[src/rtl/add_pipe_arbiter.sv]
`default_nettype none
// ============================================================================
//  Module   : add_pipe_arbiter
//  Purpose  : Round-robin arbiter sharing one external LAT-stage pipelined
//             adder between N requesters. Issuing-requester tags travel down
//             a valid/index shift register matched to the adder latency.
//             Each result is then registered and returned with a one-hot
//             response strobe.
//  Option   : ADD_PIPE_ARB_PERF_EN enables saturating 16-bit per-requester
//             issue counters on perf_cnt. When it is undefined, perf_cnt is 0.
//  Revision : 1.0 - initial release
// ============================================================================
module add_pipe_arbiter #(
  parameter int N   = 4,
  parameter int LAT = 4,
  parameter int W   = 32
) (
  input  logic             clk,
  input  logic             rst,
  input  logic             en,
  input  logic [N-1:0]     req_valid,
  output logic [N-1:0]     req_ready,
  input  logic [N*W-1:0]   req_a,
  input  logic [N*W-1:0]   req_b,
  input  logic [N-1:0]     req_cin,
  output logic [W-1:0]     add_a,
  output logic [W-1:0]     add_b,
  output logic             add_cin,
  input  logic [W-1:0]     add_sum,
  input  logic             add_cout,
  output logic [N-1:0]     resp_valid,
  output logic [W-1:0]     resp_sum,
  output logic             resp_cout,
  output logic [N*16-1:0]  perf_cnt
);

  localparam int IW = (N > 1) ? $clog2(N) : 1;

  // Round-robin pointer: index of the most recently granted requester
  logic [IW-1:0]  r_ptr;

  // Tag pipeline: valid bits (reset) and requester indices (no reset needed)
  logic [LAT-1:0] r_tv;
  logic [IW-1:0]  r_ti [LAT];

  // Registered response outputs
  logic [N-1:0]   r_resp_valid;
  logic [W-1:0]   r_resp_sum;
  logic           r_resp_cout;

  // Combinational grant signals
  logic [N-1:0]   w_grant;
  logic [IW-1:0]  w_gidx;
  logic [IW-1:0]  w_cand;
  logic           w_found;
  logic [N-1:0]   w_resp_oh;

  // Grant search: first valid requester starting at ptr+1, wrapping modulo N
  always_comb begin
    w_grant = '0;
    w_gidx  = '0;
    w_cand  = '0;
    w_found = 1'b0;
    if (!rst && en) begin
      for (int k = 1; k <= N; k++) begin
        w_cand = IW'((int'(r_ptr) + k) % N);
        if (!w_found && req_valid[w_cand]) begin
          w_found         = 1'b1;
          w_grant[w_cand] = 1'b1;
          w_gidx          = w_cand;
        end
      end
    end
  end

  assign req_ready = w_grant;

  // With no grant, w_gidx is 0, so the adder sees requester 0's operands
  assign add_a   = req_a[int'(w_gidx)*W +: W];
  assign add_b   = req_b[int'(w_gidx)*W +: W];
  assign add_cin = req_cin[w_gidx];

  // The granted requester becomes lowest priority for the next search
  always_ff @(posedge clk) begin
    if (rst) begin
      r_ptr <= IW'(N - 1);
    end else if (w_found) begin
      r_ptr <= w_gidx;
    end
  end

  // Shift the tag valid bits every cycle. Reset discards in-flight ops
  always_ff @(posedge clk) begin
    if (rst) begin
      r_tv <= '0;
    end else begin
      for (int s = LAT - 1; s > 0; s--) begin
        r_tv[s] <= r_tv[s-1];
      end
      r_tv[0] <= w_found;
    end
  end

  // Shift the tag indices alongside the valid bits. They are qualified by r_tv
  always_ff @(posedge clk) begin
    for (int s = LAT - 1; s > 0; s--) begin
      r_ti[s] <= r_ti[s-1];
    end
    r_ti[0] <= w_gidx;
  end

  // Decode the last-stage tag into a one-hot response select
  always_comb begin
    w_resp_oh = '0;
    for (int i = 0; i < N; i++) begin
      w_resp_oh[i] = (r_ti[LAT-1] == IW'(i));
    end
  end

  // Capture the adder result as the matching tag leaves the last stage
  always_ff @(posedge clk) begin
    if (rst) begin
      r_resp_valid <= '0;
      r_resp_sum   <= '0;
      r_resp_cout  <= 1'b0;
    end else begin
      r_resp_valid <= r_tv[LAT-1] ? w_resp_oh : '0;
      if (r_tv[LAT-1]) begin
        r_resp_sum  <= add_sum;
        r_resp_cout <= add_cout;
      end
    end
  end

  assign resp_valid = r_resp_valid;
  assign resp_sum   = r_resp_sum;
  assign resp_cout  = r_resp_cout;

`ifdef ADD_PIPE_ARB_PERF_EN
  generate
    for (genvar gi = 0; gi < N; gi++) begin : g_perf
      logic [15:0] r_cnt;
      // Count issues by this requester, saturating at all-ones
      always_ff @(posedge clk) begin
        if (rst) begin
          r_cnt <= '0;
        end else if (w_grant[gi] && (r_cnt != 16'hFFFF)) begin
          r_cnt <= r_cnt + 16'd1;
        end
      end
      assign perf_cnt[gi*16 +: 16] = r_cnt;
    end
  endgenerate
`else
  assign perf_cnt = '0;
`endif

endmodule
`default_nettype wire

[config.mk]
export PLATFORM = sky130hd
export DESIGN_NAME = add_pipe_arbiter
export DESIGN_NICKNAME = d
export VERILOG_FILES = /design/src/rtl/add_pipe_arbiter.sv
export SDC_FILE = /design/constraint.sdc
export NUM_CORES = 1
export LEC_CHECK = 0
export CAP_MARGIN = 15
export CORE_AREA = 2 2 180 182
export CTS_CLUSTER_SIZE = 14
export DETAILED_ROUTE_END_ITERATION = 6
export DIE_AREA = 0 0 182 184
export MAX_ROUTING_LAYER = met4
export PLACE_DENSITY = 0.65
export SLEW_MARGIN = 30
export SYNTH_ARGS = -nofsm -noshare
export SYNTH_HDL_FRONTEND = slang
export SYNTH_SLANG_ARGS = --single-unit
export TNS_END_PERCENT = 100
[constraint.sdc]
create_clock -name clk -period 5.2 [get_ports clk]
set_input_delay 0.78 -clock clk [delete_from_list [all_inputs] [get_ports clk]]
set_output_delay 0.78 -clock clk [all_outputs]
set_load 0.05 [all_outputs]
==> out/results.ini, run 1 <==
[sta]
fmax_mhz=209.5
holdWs_ps=327.5
relSlewSlack_pct=41.58
worst_pin_slew_ps=876.2
timing.final.hold_violations=0
slew_violations=0
fin_crit_ps=4774
grt_setup_unrepaired=false
setup_viol=0
min_period_over_period_pct=91.80
tns_ps=0
setup_ws_ps=426.5
clock_skew_ps=2.233

[setup_path]
slowest_delay_ps=700
r2r_cells=10
r2r-end=r_ptr[1]$_SDFFE_PP1P_
path_class=input pin to output pin
start_kind=input pin
required_ps=4420
r2r_start=r_ptr[0]$_SDFFE_PP1P_
crit_path_top_delay_cell=mux4_2
crit_buf_inv=3
crit_top_cell=buf_12
worst_ep_arrival_time_ps=3990
crit_family=simple AND/OR/NAND/NOR gates
cp_cell_sequence=clkdlybuf4s50_1, mux4_2, nor4b_4, a211oi_4, buf_12, or4_1, nand4_1, buf_12
cp_max_fo=113
crit_path_end_kind=output pin
reg2reg_slack_ps=1750

[pwr]
ir_drop_v=0.0002224
p_comb_share_pct=77.9
clockPowerShare_pct=10.0
seqPwrFrac_pct=12.2
swShare_pct=54.07
p_per_area_nw_per_um2=295.0
p_switching_mw=1.846
p_int_mw=1.568
leakagePower_nw=3.754

[layout]
drive_gt1_share_pct=11.22
nets=1466
seq_area_sq_um=1025
final_cells=1562
syn_to_final_growth_pct=71.49
multi_input_area_sq_um=4816
fin_util_pct=36.87
fill_cells=3229

[floorplan]
die_w_microns=182
die-area_sq_um=33490
io_pins=470
die_h_microns=184
start_util_pct=21.50
core-area_sq_um=31390
rows=65

[clocking]
root_buffer=clkbuf_16
postCtsResizedCells=0
path_clk_slew_ps=60
post_cts_buffers=0
cts_tree=done
clkLatencyLatePin_ps=280
cts_inserted_buffers=5
numClockSinks=51
cts_hold_buffers=0
clock_path_buffers=2
cts_htree_levels=2

[place]
dp_cells=1553
place_congestion=0.8530
place_ws_ps=442.2
hpwl_microns=26000
portBuffers=405

[status]
status=completed

[yosys]
yosysTopAreaCell=nand4_1
synth_top_area_share_pct=18.08
synth.avg_cell_area_sq_um=7.793
synthTopCellsByArea=nand4_1 18%, dfxtp_1 15%, o311ai_0 13%
async_reset_ff_share_pct=0
ys.flop_type=dfxtp_1
netlist_instances=866
yosysSeqAreaShare_pct=15.13
yosys_warnings=0
synth-seq-cells=51
yosys-top-cells-count=195 x nand4_1, 101 x o311ai_0, 98 x clkbuf_1, 72 x buf_4, 66 x o31a_1
synth.most_common_cell=nand4_1
synth_cell_types=43
syn-cell-area_sq_um=6749
synth_edf_count=0

[flow_run]
timing.max_cap.violations=0

[grt]
grt_max_degree=116
grt_pass1_wl_microns=53040
overflow=0
grt_pass1_vias=8600
antenna_found_initial=1
grt_usage_pct=20.55

[detailed_routing]
finalWirelength_microns=35820
drtIter0Drc=731
wl_per_cell_microns=22.93
final_antenna_net_count=0
first_pass_iters=4
via_per_inst=5.732
drc=0
vias=8953

[worst_hold_path]
whs_path_depth=0
holdPathEnd=r_ti[2][1]$_DFF_P_
min_from=r_ti[1][1]$_DFF_P_
hold_path.class=register to register

==> per-layer routing <==
layer | track usage [%] | routed length (microns) | vias to the layer above
met5 | - | 0 | -
met4 | 5.871 | 900 | 0
met3 | 3.229 | 2929 | 46
met2 | 33.98 | 17250 | 505
met1 | 25.94 | 14740 | 4310
li1 | - | - | 4092
==> stage by stage <==
| stage | power, mW | cell area, sq um |
|---|---|---|
| final | 3.414 | 11570 |
| after floorplan | 1.960 | 6985 |
| after global placement | 3.054 | 11410 |
| after detailed placement | 3.062 | 11410 |
| after global routing | 3.570 | 11570 |
| after CTS | 3.410 | 11570 |
==> kinds of logic after synthesis <==
| logic type | after synthesis | share of synthesized area, % |
|---|---|---|
| AND/OR/NAND/NOR | 324 | 29.90 |
| flip-flops | 51 | 15.13 |
| other | 1 | 0.05556 |
| AO/OA/AOI/OAI | 221 | 29.05 |
| multiplexers | 41 | 6.841 |
| adder cells (fa/ha/maj) | 8 | 1.483 |
| buffers and inverters | 220 | 17.54 |
==> cells in the final DEF, fill, tap and decap left out, drive strengths merged, types with 2 or more instances in the layout <==
cell type        n
a211oi           2
clkdlybuf4s50  340
a21oi            4
dfxtp           51
nor3             2
nand2            6
mux4             4
nor2            41
a221o            7
or4             65
o311ai         130
o21ai            5
clkbuf           7
buf             98
conb            64
ha               8
a211o            2
nand4          195
o31a            66
inv              4
mux2i           36
nor2b            6
==> power by group through the flow <==
stage / clock [mW] / sequential, mW / combinational [mW]
after floorplan: 0 / 0.438 / 1.52
after global placement: 0 / 0.424 / 2.63
after detailed placement: 0 / 0.425 / 2.64
after CTS: 0.349 / 0.416 / 2.65
after global routing: 0.368 / 0.416 / 2.79
final: 0.340 / 0.415 / 2.66
==> registers in the layout, indices dropped and copies added, names as in the netlist <==
signal      flops
resp_valid      4
r_tv            4
resp_sum       32
r_ti            8
resp_cout       1
r_ptr           2
==> worst max-delay path by stage <==
stage                           from   endpoint  slack [ps]  depth (start not counted)
6_report                req_valid[1]   add_b[3]         430                          8
5_1_grt        r_ptr[0]$_SDFFE_PP1P_  add_b[11]         140                         10
4_1_cts        r_ptr[0]$_SDFFE_PP1P_  add_b[20]         460                         10
3_5_place_dp            req_valid[1]  add_a[22]         440                          9
3_3_place_gp            req_valid[1]   add_b[3]         480                          8
2_1_floorplan  r_ptr[0]$_SDFFE_PP1P_   add_a[0]        1050                         12
==> final cells by class <==
type | count | share of cell area (%)
repair buffers | 438 | 43.65
multi-input cells | 658 | 41.61
flip-flops and latches | 51 | 8.854
well taps | 402 | 4.346
clock buffers | 7 | 1.319
inverters | 4 | 0.1297
clock inverters | 1 | 0.06486
diodes | 1 | 0.02162
Power figures use the tool's default switching activity.
==> run 2: changes to the inputs <==
--- a/config.mk
+++ b/config.mk
@@ -5,15 +5,17 @@
 export SDC_FILE = /design/constraint.sdc
 export NUM_CORES = 1
 export LEC_CHECK = 0
+export ABC_CLOCK_PERIOD_IN_PS = 5200
 export CAP_MARGIN = 15
 export CORE_AREA = 2 2 180 182
 export CTS_CLUSTER_SIZE = 14
 export DETAILED_ROUTE_END_ITERATION = 6
 export DIE_AREA = 0 0 182 184
+export GPL_TIMING_DRIVEN = 1
 export MAX_ROUTING_LAYER = met4
 export PLACE_DENSITY = 0.65
 export SLEW_MARGIN = 30
 export SYNTH_ARGS = -nofsm -noshare
 export SYNTH_HDL_FRONTEND = slang
 export SYNTH_SLANG_ARGS = --single-unit
-export TNS_END_PERCENT = 100
+export TNS_END_PERCENT = 10
==> results of run 2 <==
Final layout, timing and power as in run 1 (identical DEF).
==> run 3: changes to the inputs <==
--- a/config.mk
+++ b/config.mk
@@ -14,7 +14,7 @@
 export GPL_TIMING_DRIVEN = 1
 export MAX_ROUTING_LAYER = met4
 export PLACE_DENSITY = 0.65
-export SLEW_MARGIN = 30
+export SLEW_MARGIN = 20
 export SYNTH_ARGS = -nofsm -noshare
 export SYNTH_HDL_FRONTEND = slang
 export SYNTH_SLANG_ARGS = --single-unit
==> out/results.ini, run 3 (synthesis gave the netlist of run 1 again) <==
[sta]
setup_ws_ps=426.5
clock_skew_ps=2.211
worst_pin_slew_ps=997.2
fmax_mhz=209.5
slew_violations=0
grt_setup_unrepaired=false
fin_crit_ps=4774
relSlewSlack_pct=33.52
tns_ps=0
setup_viol=0
timing.final.hold_violations=0
min_period_over_period_pct=91.80

[clocking]
cts_htree_levels=2
postCtsResizedCells=0
root_buffer=clkbuf_16
clock_path_buffers=2
path_clk_slew_ps=60
post_cts_buffers=0
cts_tree=done
numClockSinks=51
clkLatencyLatePin_ps=280
cts_hold_buffers=0
cts_inserted_buffers=5

[layout]
largest_reg_flops=32
final_cells=1562
final_common_cell=clkdlybuf4s50_1
drive_gt1_share_pct=11.22
syn_to_final_growth_pct=71.45
layout_common_cells=340 x clkdlybuf4s50_1, 195 x nand4_1, 101 x o311ai_0
seq_area_sq_um=1022
multi_input_area_sq_um=4816
fill_cells=3230
nets=1466

[setup_path]
slowest_delay_ps=700
crit_path_end_kind=output pin
cp_cell_sequence=clkdlybuf4s50_1, mux4_2, nor4b_4, a211oi_4, buf_12, or4_1, nand4_1, buf_12
r2r_cells=10
crit_family=simple AND/OR/NAND/NOR gates
start_kind=input pin
endpoint=add_b[3]
r2r-end=r_ptr[1]$_SDFFE_PP1P_
cp.depth=8
worst_ep_arrival_time_ps=3990
path_class=input pin to output pin
crit_start=req_valid[1]
cp_max_fo=113
required_ps=4420
crit_top_cell=buf_12
crit_path_top_delay_cell=mux4_2
crit_buf_inv=3
reg2reg_slack_ps=1750
r2r_start=r_ptr[0]$_SDFFE_PP1P_

[detailed_routing]
finalWirelength_microns=35820
wl_per_cell_microns=22.93
via_per_inst=5.732
final_antenna_net_count=0
first_pass_iters=4
drtIter0Drc=731
drc=0
vias=8953

[pwr]
seqPwrFrac_pct=12.2
clockPowerShare_pct=10.0
p_switching_mw=1.846
swShare_pct=54.06
p_comb_share_pct=77.9
ir_drop_v=0.0002224
p_per_area_nw_per_um2=295.1
p_int_mw=1.569
power_mw=3.415
leakagePower_nw=3.754

[floorplan]
start_util_pct=21.50
die_h_microns=184
io_pins=470
rows=65
die-area_sq_um=33490
die_w_microns=182
core-area_sq_um=31390

[place]
place_congestion=0.8530
hpwl_microns=26000
dp_cells=1553
portBuffers=405
place_ws_ps=442.2

[flow_run]
timing.max_cap.violations=0

[grt]
grt_usage_pct=20.55
antenna_found_initial=1
grt_max_degree=116
overflow=0
grt_pass1_vias=8600
grt_pass1_wl_microns=53040

[status]
status=completed

[worst_hold_path]
hold_path.class=register to register

## run 3: metal layers
layer	up-vias	track usage [%]	part of all wire (%)	wire length [microns]
met5	-	-	0	0
met4	0	5.871	2.5	900
met3	46	3.229	8.2	2929
met2	505	33.98	48	17250
met1	4310	25.94	41	14740
li1	4092	-	-	-
## run 3: worst min-delay path by stage
stage / to / start / cells past startpoint / slack [ps]
after global routing: r_ti[2][1]$_DFF_P_ / r_ti[1][1]$_DFF_P_ / 0 / 330
after CTS: r_ti[2][1]$_DFF_P_ / r_ti[1][1]$_DFF_P_ / 0 / 330
after global placement: r_ti[2][0]$_DFF_P_ / r_ti[1][0]$_DFF_P_ / 0 / 310
after floorplan: r_ti[1][0]$_DFF_P_ / r_ti[0][0]$_DFF_P_ / 0 / 310
after detailed placement: r_ti[2][1]$_DFF_P_ / r_ti[1][1]$_DFF_P_ / 0 / 310
final: r_ti[2][1]$_DFF_P_ / r_ti[1][1]$_DFF_P_ / 0 / 330
## run 3: cell type report
class	count	area share, %
well taps	402	4.347
diodes	1	0.02163
repair buffers	438	43.66
inverters	4	0.1298
multi-input cells	658	41.62
clock buffers	7	1.319
flip-flops and latches	51	8.834
clock inverters	1	0.06488
## run 3: worst register-to-register path, cell delays in order (launching register included)
cell and delay (ps):
dfxtp_1 340, inv_1 40, buf_4 170, ha_1 550, mux4_2 670, or3_4 400
o31ai_4 310, buf_12 280, buf_4 300, nor3_1 120, o21bai_1 160
## run 3: through the flow
| stage | hold slack [ps] | instance area, sq um | utilization [%] |
|---|---|---|---|
| 2_1_floorplan | 309.6 | 6985 | - |
| 3_3_place_gp | 310.1 | 11410 | 36.34 |
| 3_5_place_dp | 312.1 | 11410 | 36.34 |
| 4_1_cts | 327.5 | 11570 | 36.85 |
| 5_1_grt | 331.5 | 11570 | 36.86 |
| 6_report | 327.5 | 11570 | 36.86 |
## run 3: power groups by stage
stage          clock [mW]  sequential [mW]  combinational (mW)
6_report            0.340            0.415                2.66
5_1_grt             0.368            0.417                2.79
4_1_cts             0.349            0.416                2.65
3_5_place_dp            0            0.425                2.64
3_3_place_gp            0            0.424                2.63
2_1_floorplan           0            0.438                1.52
